File: config.mk
export PLATFORM = sky130hd
export DESIGN_NAME = mux_arbiter_flat
export DESIGN_NICKNAME = d
export VERILOG_FILES = /design/src/rtl/mux_arbiter_if.sv /design/src/rtl/mux_arbiter.sv /design/src/flat_wrapper.sv
export SDC_FILE = /design/constraint.sdc
export NUM_CORES = 1
export LEC_CHECK = 0
export CORE_ASPECT_RATIO = 0.6
export CORE_MARGIN = 8
export CORE_UTILIZATION = 25
export DETAILED_ROUTE_END_ITERATION = 7
export PLACE_DENSITY = 0.54
export SETUP_SLACK_MARGIN = 0.1
export SYNTH_ARGS = -nofsm -noshare
export SYNTH_HDL_FRONTEND = slang
export SYNTH_SLANG_ARGS = --single-unit
File: constraint.sdc
create_clock -name iClk -period 4.6 [get_ports iClk]
set_input_delay 0.69 -clock iClk [delete_from_list [all_inputs] [get_ports iClk]]
set_output_delay 0.69 -clock iClk [all_outputs]
set_load 0.05 [all_outputs]
File: src/rtl/mux_arbiter_if.sv
`default_nettype none
// ============================================================================
// Module   : mux_arbiter_if
// Brief    : Request/grant and mux-control bundle of the shared-path arbiter.
// Revision : 1.0
// ============================================================================
interface mux_arbiter_if #(
    parameter int N_REQ = 4,
    parameter int SEL_W = 2
);
    logic [N_REQ-1:0] iReq;
    logic [N_REQ-1:0] oGnt;
    logic [SEL_W-1:0] oSel;
    logic             oEnb;
    logic             oBusy;

    modport master (
        input  iReq,
        output oGnt,
        output oSel,
        output oEnb,
        output oBusy
    );

    modport slave (
        output iReq,
        input  oGnt,
        input  oSel,
        input  oEnb,
        input  oBusy
    );
endinterface
`default_nettype wire

File: src/rtl/mux_arbiter.sv
`default_nettype none
// ============================================================================
// Module   : mux_arbiter
// Brief    : Round-robin owner of one shared mux path with break-before-make,
//            settle window and a per-ownership hold limit.
// Revision : 1.0
// ============================================================================
module mux_arbiter #(
    parameter int N_REQ      = 4,
    parameter int SEL_W      = 2,
    parameter int SETTLE_CYC = 2,
    parameter int MAX_HOLD   = 8
) (
    input  wire              iClk,
    input  wire              iClr,
    mux_arbiter_if.master    bus
);
    localparam int SCW = (SETTLE_CYC > 1) ? $clog2(SETTLE_CYC) : 1;
    localparam int HW  = (MAX_HOLD > 0) ? $clog2(MAX_HOLD + 1) : 1;
    localparam logic [SCW-1:0]   c_SET_LAST = SCW'((SETTLE_CYC > 0) ? SETTLE_CYC - 1 : 0);
    localparam logic [HW-1:0]    c_HOLD_LIM = HW'(MAX_HOLD);
    localparam logic [SEL_W-1:0] c_IDX_LAST = SEL_W'(N_REQ - 1);

    typedef enum logic [1:0] {
        S_IDLE   = 2'd0,
        S_SETTLE = 2'd1,
        S_GRANT  = 2'd2
    } state_t;

    state_t           r_state;
    logic [SEL_W-1:0] r_ptr;
    logic [SEL_W-1:0] r_sel;
    logic [N_REQ-1:0] r_gnt;
    logic             r_enb;
    logic             r_busy;
    logic [SCW-1:0]   r_set_cnt;
    logic [HW-1:0]    r_hold;

    logic             w_found;
    logic [SEL_W-1:0] w_pick;

    function automatic logic [SEL_W-1:0] f_wrap(input logic [SEL_W-1:0] base, input int k);
        int s;
        s = int'(base) + k;
        if (s >= N_REQ) s = s - N_REQ;
        return SEL_W'(s);
    endfunction

    // Scan downward so the candidate closest to r_ptr is the last one written.
    always_comb begin
        w_found = 1'b0;
        w_pick  = '0;
        for (int k = N_REQ - 1; k >= 0; k--) begin
            if (bus.iReq[f_wrap(r_ptr, k)] == 1'b1) begin
                w_found = 1'b1;
                w_pick  = f_wrap(r_ptr, k);
            end
        end
    end

    always_ff @(posedge iClk or negedge iClr) begin
        if (!iClr) begin
            r_state   <= S_IDLE;
            r_ptr     <= '0;
            r_sel     <= '0;
            r_gnt     <= '0;
            r_enb     <= 1'b1;
            r_busy    <= 1'b0;
            r_set_cnt <= '0;
            r_hold    <= '0;
        end else begin
            case (r_state)
                S_IDLE: begin
                    if (w_found) begin
                        r_sel  <= w_pick;
                        r_enb  <= 1'b0;
                        r_busy <= 1'b1;
                        if (SETTLE_CYC == 0) begin
                            r_gnt   <= N_REQ'(1) << w_pick;
                            r_hold  <= HW'(1);
                            r_state <= S_GRANT;
                        end else begin
                            r_set_cnt <= '0;
                            r_state   <= S_SETTLE;
                        end
                    end else begin
                        r_enb  <= 1'b1;
                        r_busy <= 1'b0;
                    end
                end
                // A requester that leaves during settle forfeits without moving r_ptr.
                S_SETTLE: begin
                    if (bus.iReq[r_sel] != 1'b1) begin
                        r_enb   <= 1'b1;
                        r_busy  <= 1'b0;
                        r_state <= S_IDLE;
                    end else if (r_set_cnt == c_SET_LAST) begin
                        r_gnt   <= N_REQ'(1) << r_sel;
                        r_hold  <= HW'(1);
                        r_state <= S_GRANT;
                    end else begin
                        r_set_cnt <= r_set_cnt + 1'b1;
                    end
                end
                S_GRANT: begin
                    if ((bus.iReq[r_sel] != 1'b1) ||
                        ((MAX_HOLD != 0) && (r_hold == c_HOLD_LIM))) begin
                        r_gnt   <= '0;
                        r_enb   <= 1'b1;
                        r_busy  <= 1'b0;
                        r_ptr   <= (r_sel == c_IDX_LAST) ? '0 : r_sel + 1'b1;
                        r_state <= S_IDLE;
                    end else if (r_hold != '1) begin
                        r_hold <= r_hold + 1'b1;
                    end
                end
                default: begin
                    r_gnt   <= '0;
                    r_enb   <= 1'b1;
                    r_busy  <= 1'b0;
                    r_state <= S_IDLE;
                end
            endcase
        end
    end

    assign bus.oGnt  = r_gnt;
    assign bus.oSel  = r_sel;
    assign bus.oEnb  = r_enb;
    assign bus.oBusy = r_busy;
endmodule
`default_nettype wire
File: src/flat_wrapper.sv
// flat-port wrapper written by rule: the top's interface ports become plain ports
module mux_arbiter_flat 
#(
    parameter int N_REQ      = 4,
    parameter int SEL_W      = 2,
    parameter int SETTLE_CYC = 2,
    parameter int MAX_HOLD   = 8
)
  (iClk, iClr, bus_iReq, bus_oGnt, bus_oSel, bus_oEnb, bus_oBusy);
  mux_arbiter_if #(.N_REQ(N_REQ), .SEL_W(SEL_W)) bus_i ();
  input  wire iClk;
  input  wire iClr;
  input wire logic [$bits(bus_i.iReq)-1:0] bus_iReq;
  output wire logic [$bits(bus_i.oGnt)-1:0] bus_oGnt;
  output wire logic [$bits(bus_i.oSel)-1:0] bus_oSel;
  output wire logic [$bits(bus_i.oEnb)-1:0] bus_oEnb;
  output wire logic [$bits(bus_i.oBusy)-1:0] bus_oBusy;
  assign bus_i.iReq = bus_iReq;
  assign bus_oGnt = bus_i.oGnt;
  assign bus_oSel = bus_i.oSel;
  assign bus_oEnb = bus_i.oEnb;
  assign bus_oBusy = bus_i.oBusy;
  mux_arbiter #(.N_REQ(N_REQ), .SEL_W(SEL_W), .SETTLE_CYC(SETTLE_CYC), .MAX_HOLD(MAX_HOLD)) u_core (.iClk(iClk), .iClr(iClr), .bus(bus_i));
endmodule
# Yosys cells after proc, flatten, opt, wreduce, memory -nomap -nowiden
# Index checks and enable logic that the tools add are counted.
# totals
elab_cells	103
register_bits	17
out_inout_bits	8
inputBits	6
# op_classes
order_cmp	9
n_eq_ne	13
shift	1
mux	49
n_addsub	10
bitwise	2
n_reduce_logical	11
# op_table
cell	n
$mux 4	7
$mux 2	13
$mux 1	18
$lt 2x3->1 const B	5
$pmux 4 s3	1
$bmux 1 s2	5
$ne 2x1->1 const B	5
$ge 3x3->1 const B	3
$pmux 4 s2	1
$sub 2x1->2 const B	4
$add 2x2->3 const B	2
$pmux 1 s3	2
$pmux 2 s3	1
$reduce_and 2->1	3
$reduce_and 3->1	2
$reduce_and 5->1	1
$add 4x1->4 const B	1
$eq 2x2->1 const B	2
$eq 4x4->1 const B	1
$ne 2x2->1 const B	2
$ne 4x4->1 const B	1
$reduce_and 4->1	1
$reduce_bool 2->1	2
$shl 1x2->4 const A	1
other kinds (10)	11

# Logic depth before layout (Yosys ltp)
# depth
ltp_word	11
depth_mapped	5
mapped_depth_nobuf	5

# Least setup slack after synthesis
# No wires, ideal clock.
# synth_timing
path_type	reg-to-reg
start	reg u_core.r_sel[0], in the netlist u_core.bus.oSel[0]
end	reg u_core.r_ptr[0]
synth_period_minus_slack_ns	2.007
path_stages_with_launch	4
setup_ns	0.125
slack_ns	2.593
t_arrival_ns	1.883
required_time_ns	4.475
path_buffers	0
path_cell_list	dfrtp_1 mux4_2 a21boi_1 mux2_2
# synth_via
elab_chain_len	5
elab_cells_between_ends	8
cone_classes	add/sub: 1; eq/ne: 1; mux: 3; bitwise: 1; reduce/logical: 2
# synth_lines
element	line_no	rtl
start, declared	mux_arbiter.sv:32	logic [SEL_W-1:0] r_sel;
start signal, assigned	mux_arbiter.sv:75	r_sel <= w_pick;
$bmux 1 s2	mux_arbiter.sv:106	if ((bus.iReq[r_sel] != 1'b1) ||
$mux 1 (implied by the code)	mux_arbiter.sv:106	
$not 1->1	--	
$logic_or 1x1->1	mux_arbiter.sv:106	
$reduce_and 2->1 (no line)	--	
end signal, assigned	mux_arbiter.sv:111	r_ptr <= (r_sel == c_IDX_LAST) ? '0 : r_sel + 1'b1;
end, declared	mux_arbiter.sv:31	logic [SEL_W-1:0] r_ptr;
# Parallel ways exist; a longest one is shown, timed or not. The select of a mux whose other input is x is not followed.
# A chain may end at the register's enable or synchronous reset.

# Final worst setup path
# layout_timing
start	in bus_iReq[3]
end	reg u_core.r_gnt[1], in the netlist u_core.bus.oGnt[1]
# layout_via
elab_chain_len	6
elab_cells_between_ends	7
cone_classes	eq/ne: 2; mux: 2; bitwise: 1; reduce/logical: 2
# layout_lines
element	line_no	rtl
start, declared	flat_wrapper.sv:13	input wire logic [$bits(bus_i.iReq)-1:0] bus_iReq;
$bmux 1 s2 *	mux_arbiter.sv:93, mux_arbiter.sv:106	
$mux 1 (implied by the code) *	mux_arbiter.sv:93, mux_arbiter.sv:106	
$not 1->1	--	
$logic_or 1x1->1	mux_arbiter.sv:106	
$ne 2x1->1 (no line)	--	
$reduce_and 4->1 (no line) *	--	
end signal, assigned	mux_arbiter.sv:79	r_gnt <= N_REQ'(1) << w_pick;
end signal, assigned	mux_arbiter.sv:98	r_gnt <= N_REQ'(1) << r_sel;
end, declared	mux_arbiter.sv:33	logic [N_REQ-1:0] r_gnt;
# Mark *: on every way between the ends. The rest lies on a longest branch, timed or not. The select of a mux whose other input is x is not followed.

==> out/results.tsv <==
metric	value	unit
ant_nets	0	
setup_viol	0	
detail_route.iter0.violations	56	
area_growth_syn_to_layout	19.6	%
postCtsSetupBuffers	0	
first_pass_iters	4	
fillers	433	
syn_inst	109	
ir_drop	0.219	mV
p_per_area	738	nW/um^2
fmax	417	MHz
hp-class	register to register	
top_usage_layer	met2	
fp.dieArea	6780	um^2
syn_area	1090	um^2
rsz0062_at_grt	false	
async_reset_ff_share	100	%
core	4140	um^2
cts_buffers	3	
global_route.usage.met2	11.2	%
hpwl	1900	um
fin_skew	0.00800	ns
vias	877	
die_x	101	um
outcome	complete, no violations	
synth_edf_count	0	
drv_slew	0	
drcViolationCount	0	
grt_use_total	8.06	%
p_leak	0.558	nW
synth_top_area_cell	dfrtp_1	
crit_type	primary input to register	
postPlaceCellArea	1250	um^2
antenna_found_initial	0	
yosys.cell_types.count	38	
max-slew-margin-rel	40.2	%
ys_warn_count	0	
wl_per_cell	14.1	um
grt_pass1_wl	4270	um
whs	0.531	ns
clock-root-buffer	clkbuf_8	
antenna_cells	0	
min_period_over_period	52.1	%
worst_pin_slew	0.889	ns
gp_congestion	0.743	
cp-end-kind	register	
grt_max_degree	25	
syn_area_per_cell	9.98	um^2
worst_setup_path_start_kind	primary input	
syn-num-nets	121	
cts_resized	0	
layout-drive-gt1-share	9.17	%
finalCriticalPeriod	2.40	ns
io_pins	14	
met1_usage	11.0	%
clkSinkCount	17	
clock_latency	0.26	ns
grt-ovfl-total	0	
grt_use_met3	3.12	%
yosysTopAreaCellShare	36.8	%
dieHeight	67.1	um
drv_cap	0	
final.setup.tns	0	ns
fin_area	1300	um^2
grt_pass1_vias	864	
crit_required	4.72	ns
hold_viol	0	
power	959	uW
cts_tree	done	
clockBufferDepth	2	
multi_input_area	573	um^2
synth.area.top_cells	dfrtp_1 (37%), ha_1 (6.9%), inv_1 (4.5%)	
port-buffer-count	13	
path_max_fanout	24	
start_util	26.2	%
ys.flop_type	dfrtp_1	
seq_area	427	um^2
synth_seq_cells	17	
yosysMostFrequentCell	dfrtp_1	
num_rows	18	
postCtsHoldBufs	0	
wl	2530	um
synth_commonest_cells	dfrtp_1 (16), inv_1 (13), ha_1 (6)	
via_per_inst	4.87	
fin_nets	133	
critPathArrivalTime	2.52	ns
ys_seq_area_share	39.2	%
cts.htree.levels	1	
clkTransAtPathRegs	0.07	ns
==> per-layer routing <==
layer | share of wire [%] | vias to the layer above
met4 | 1.3 | 0
met5 | 0 | -
met3 | 7.5 | 4
met2 | 39 | 30
met1 | 52 | 419
li1 | - | 424
==> worst paths after layout <==
kind | from | end | slack (ns) | cells after the start
setup / recovery | bus_iReq[3] | u_core.bus.oGnt[1]$_DFFE_PN0P_ | 2.20 | 4
hold / removal | u_core.r_hold[0]$_DFFE_PN0P_ | u_core.r_hold[0]$_DFFE_PN0P_ | 0.53 | 1
setup reg to reg | u_core.bus.oSel[0]$_DFFE_PN0P_ | u_core.bus.oGnt[1]$_DFFE_PN0P_ | 2.57 | 3
hold reg to reg | u_core.r_hold[0]$_DFFE_PN0P_ | u_core.r_hold[0]$_DFFE_PN0P_ | 0.53 | 1
max in group asynchronous | iClr | u_core.bus.oBusy$_DFFE_PN0P_ | 3.21 | 1
min in group asynchronous | iClr | u_core.r_set_cnt$_DFFE_PN0P_ | 0.89 | 1
==> flip-flops by register name, summed over array words and instances, names as in the netlist <==
| name | flops |
|---|---|
| u_core.bus.oBusy | 1 |
| u_core.bus.oEnb | 1 |
| u_core.bus.oGnt | 4 |
| u_core.bus.oSel | 2 |
| u_core.r_hold | 4 |
| u_core.r_ptr | 2 |
| u_core.r_set_cnt | 1 |
| u_core.r_state | 2 |
==> worst max-delay path, stage by stage <==
cell,delay [ns]
clkdlybuf4s50_1,0.47
mux4_2,0.72
a21boi_0,0.47
o211ai_1,0.17
==> where the power goes <==
group | switching, mW | total, mW | leakage (nW) | internal (mW)
registers | 0.109 | 0.335 | 0.204 | 0.226
clock network | 0.0520 | 0.112 | 0.0255 | 0.0601
logic | 0.303 | 0.513 | 0.328 | 0.209
total | 0.464 | 0.959 | 0.558 | 0.496
==> layout by cell type, fill, tap and decap left out, drive strengths merged, types with 3 or more instances in the layout <==
| cell | Yosys | layout |
|---|---|---|
| nand3 | 5 | 5 |
| dfrtp | 16 | 16 |
| mux2 | 4 | 4 |
| o211ai | 5 | 5 |
| a21oi | 5 | 5 |
| nand2 | 5 | 5 |
| nor2 | 3 | 3 |
| mux2i | 3 | 3 |
| a21boi | 3 | 3 |
| ha | 6 | 6 |
| o31ai | 4 | 4 |
| clkdlybuf4s50 | 0 | 13 |
| inv | 13 | 13 |
| clkbuf | 3 | 3 |
| a211o | 4 | 4 |
==> cells by family after synthesis <==
group / synth area share (%)
multiplexers: 8.98
adder cells (fa/ha/maj): 6.90
AO/OA/AOI/OAI: 21.5
buffers and inverters: 8.05
AND/OR/NAND/NOR: 15.3
flip-flops: 39.2
==> stage by stage <==
step / util [%] / cells / worst slack (ns)
3_3_place_gp: 30.3 / 176 / 2.00
5_1_grt: 31.4 / 180 / 2.06
6_report: 31.4 / 180 / 2.20
4_1_cts: 31.4 / 180 / 2.21
3_5_place_dp: 30.3 / 176 / 1.92
2_1_floorplan: - / 109 / 2.59
==> final cells by class <==
class	count	area share [%]
Tap cell	60	5.77
Timing Repair Buffer	13	10.0
Sequential cell	17	32.8
Clock buffer	3	3.18
Clock inverter	1	0.385
Inverter	13	3.75
Multi-Input combinational cell	73	44.1
Power figures use the tool's default switching activity.
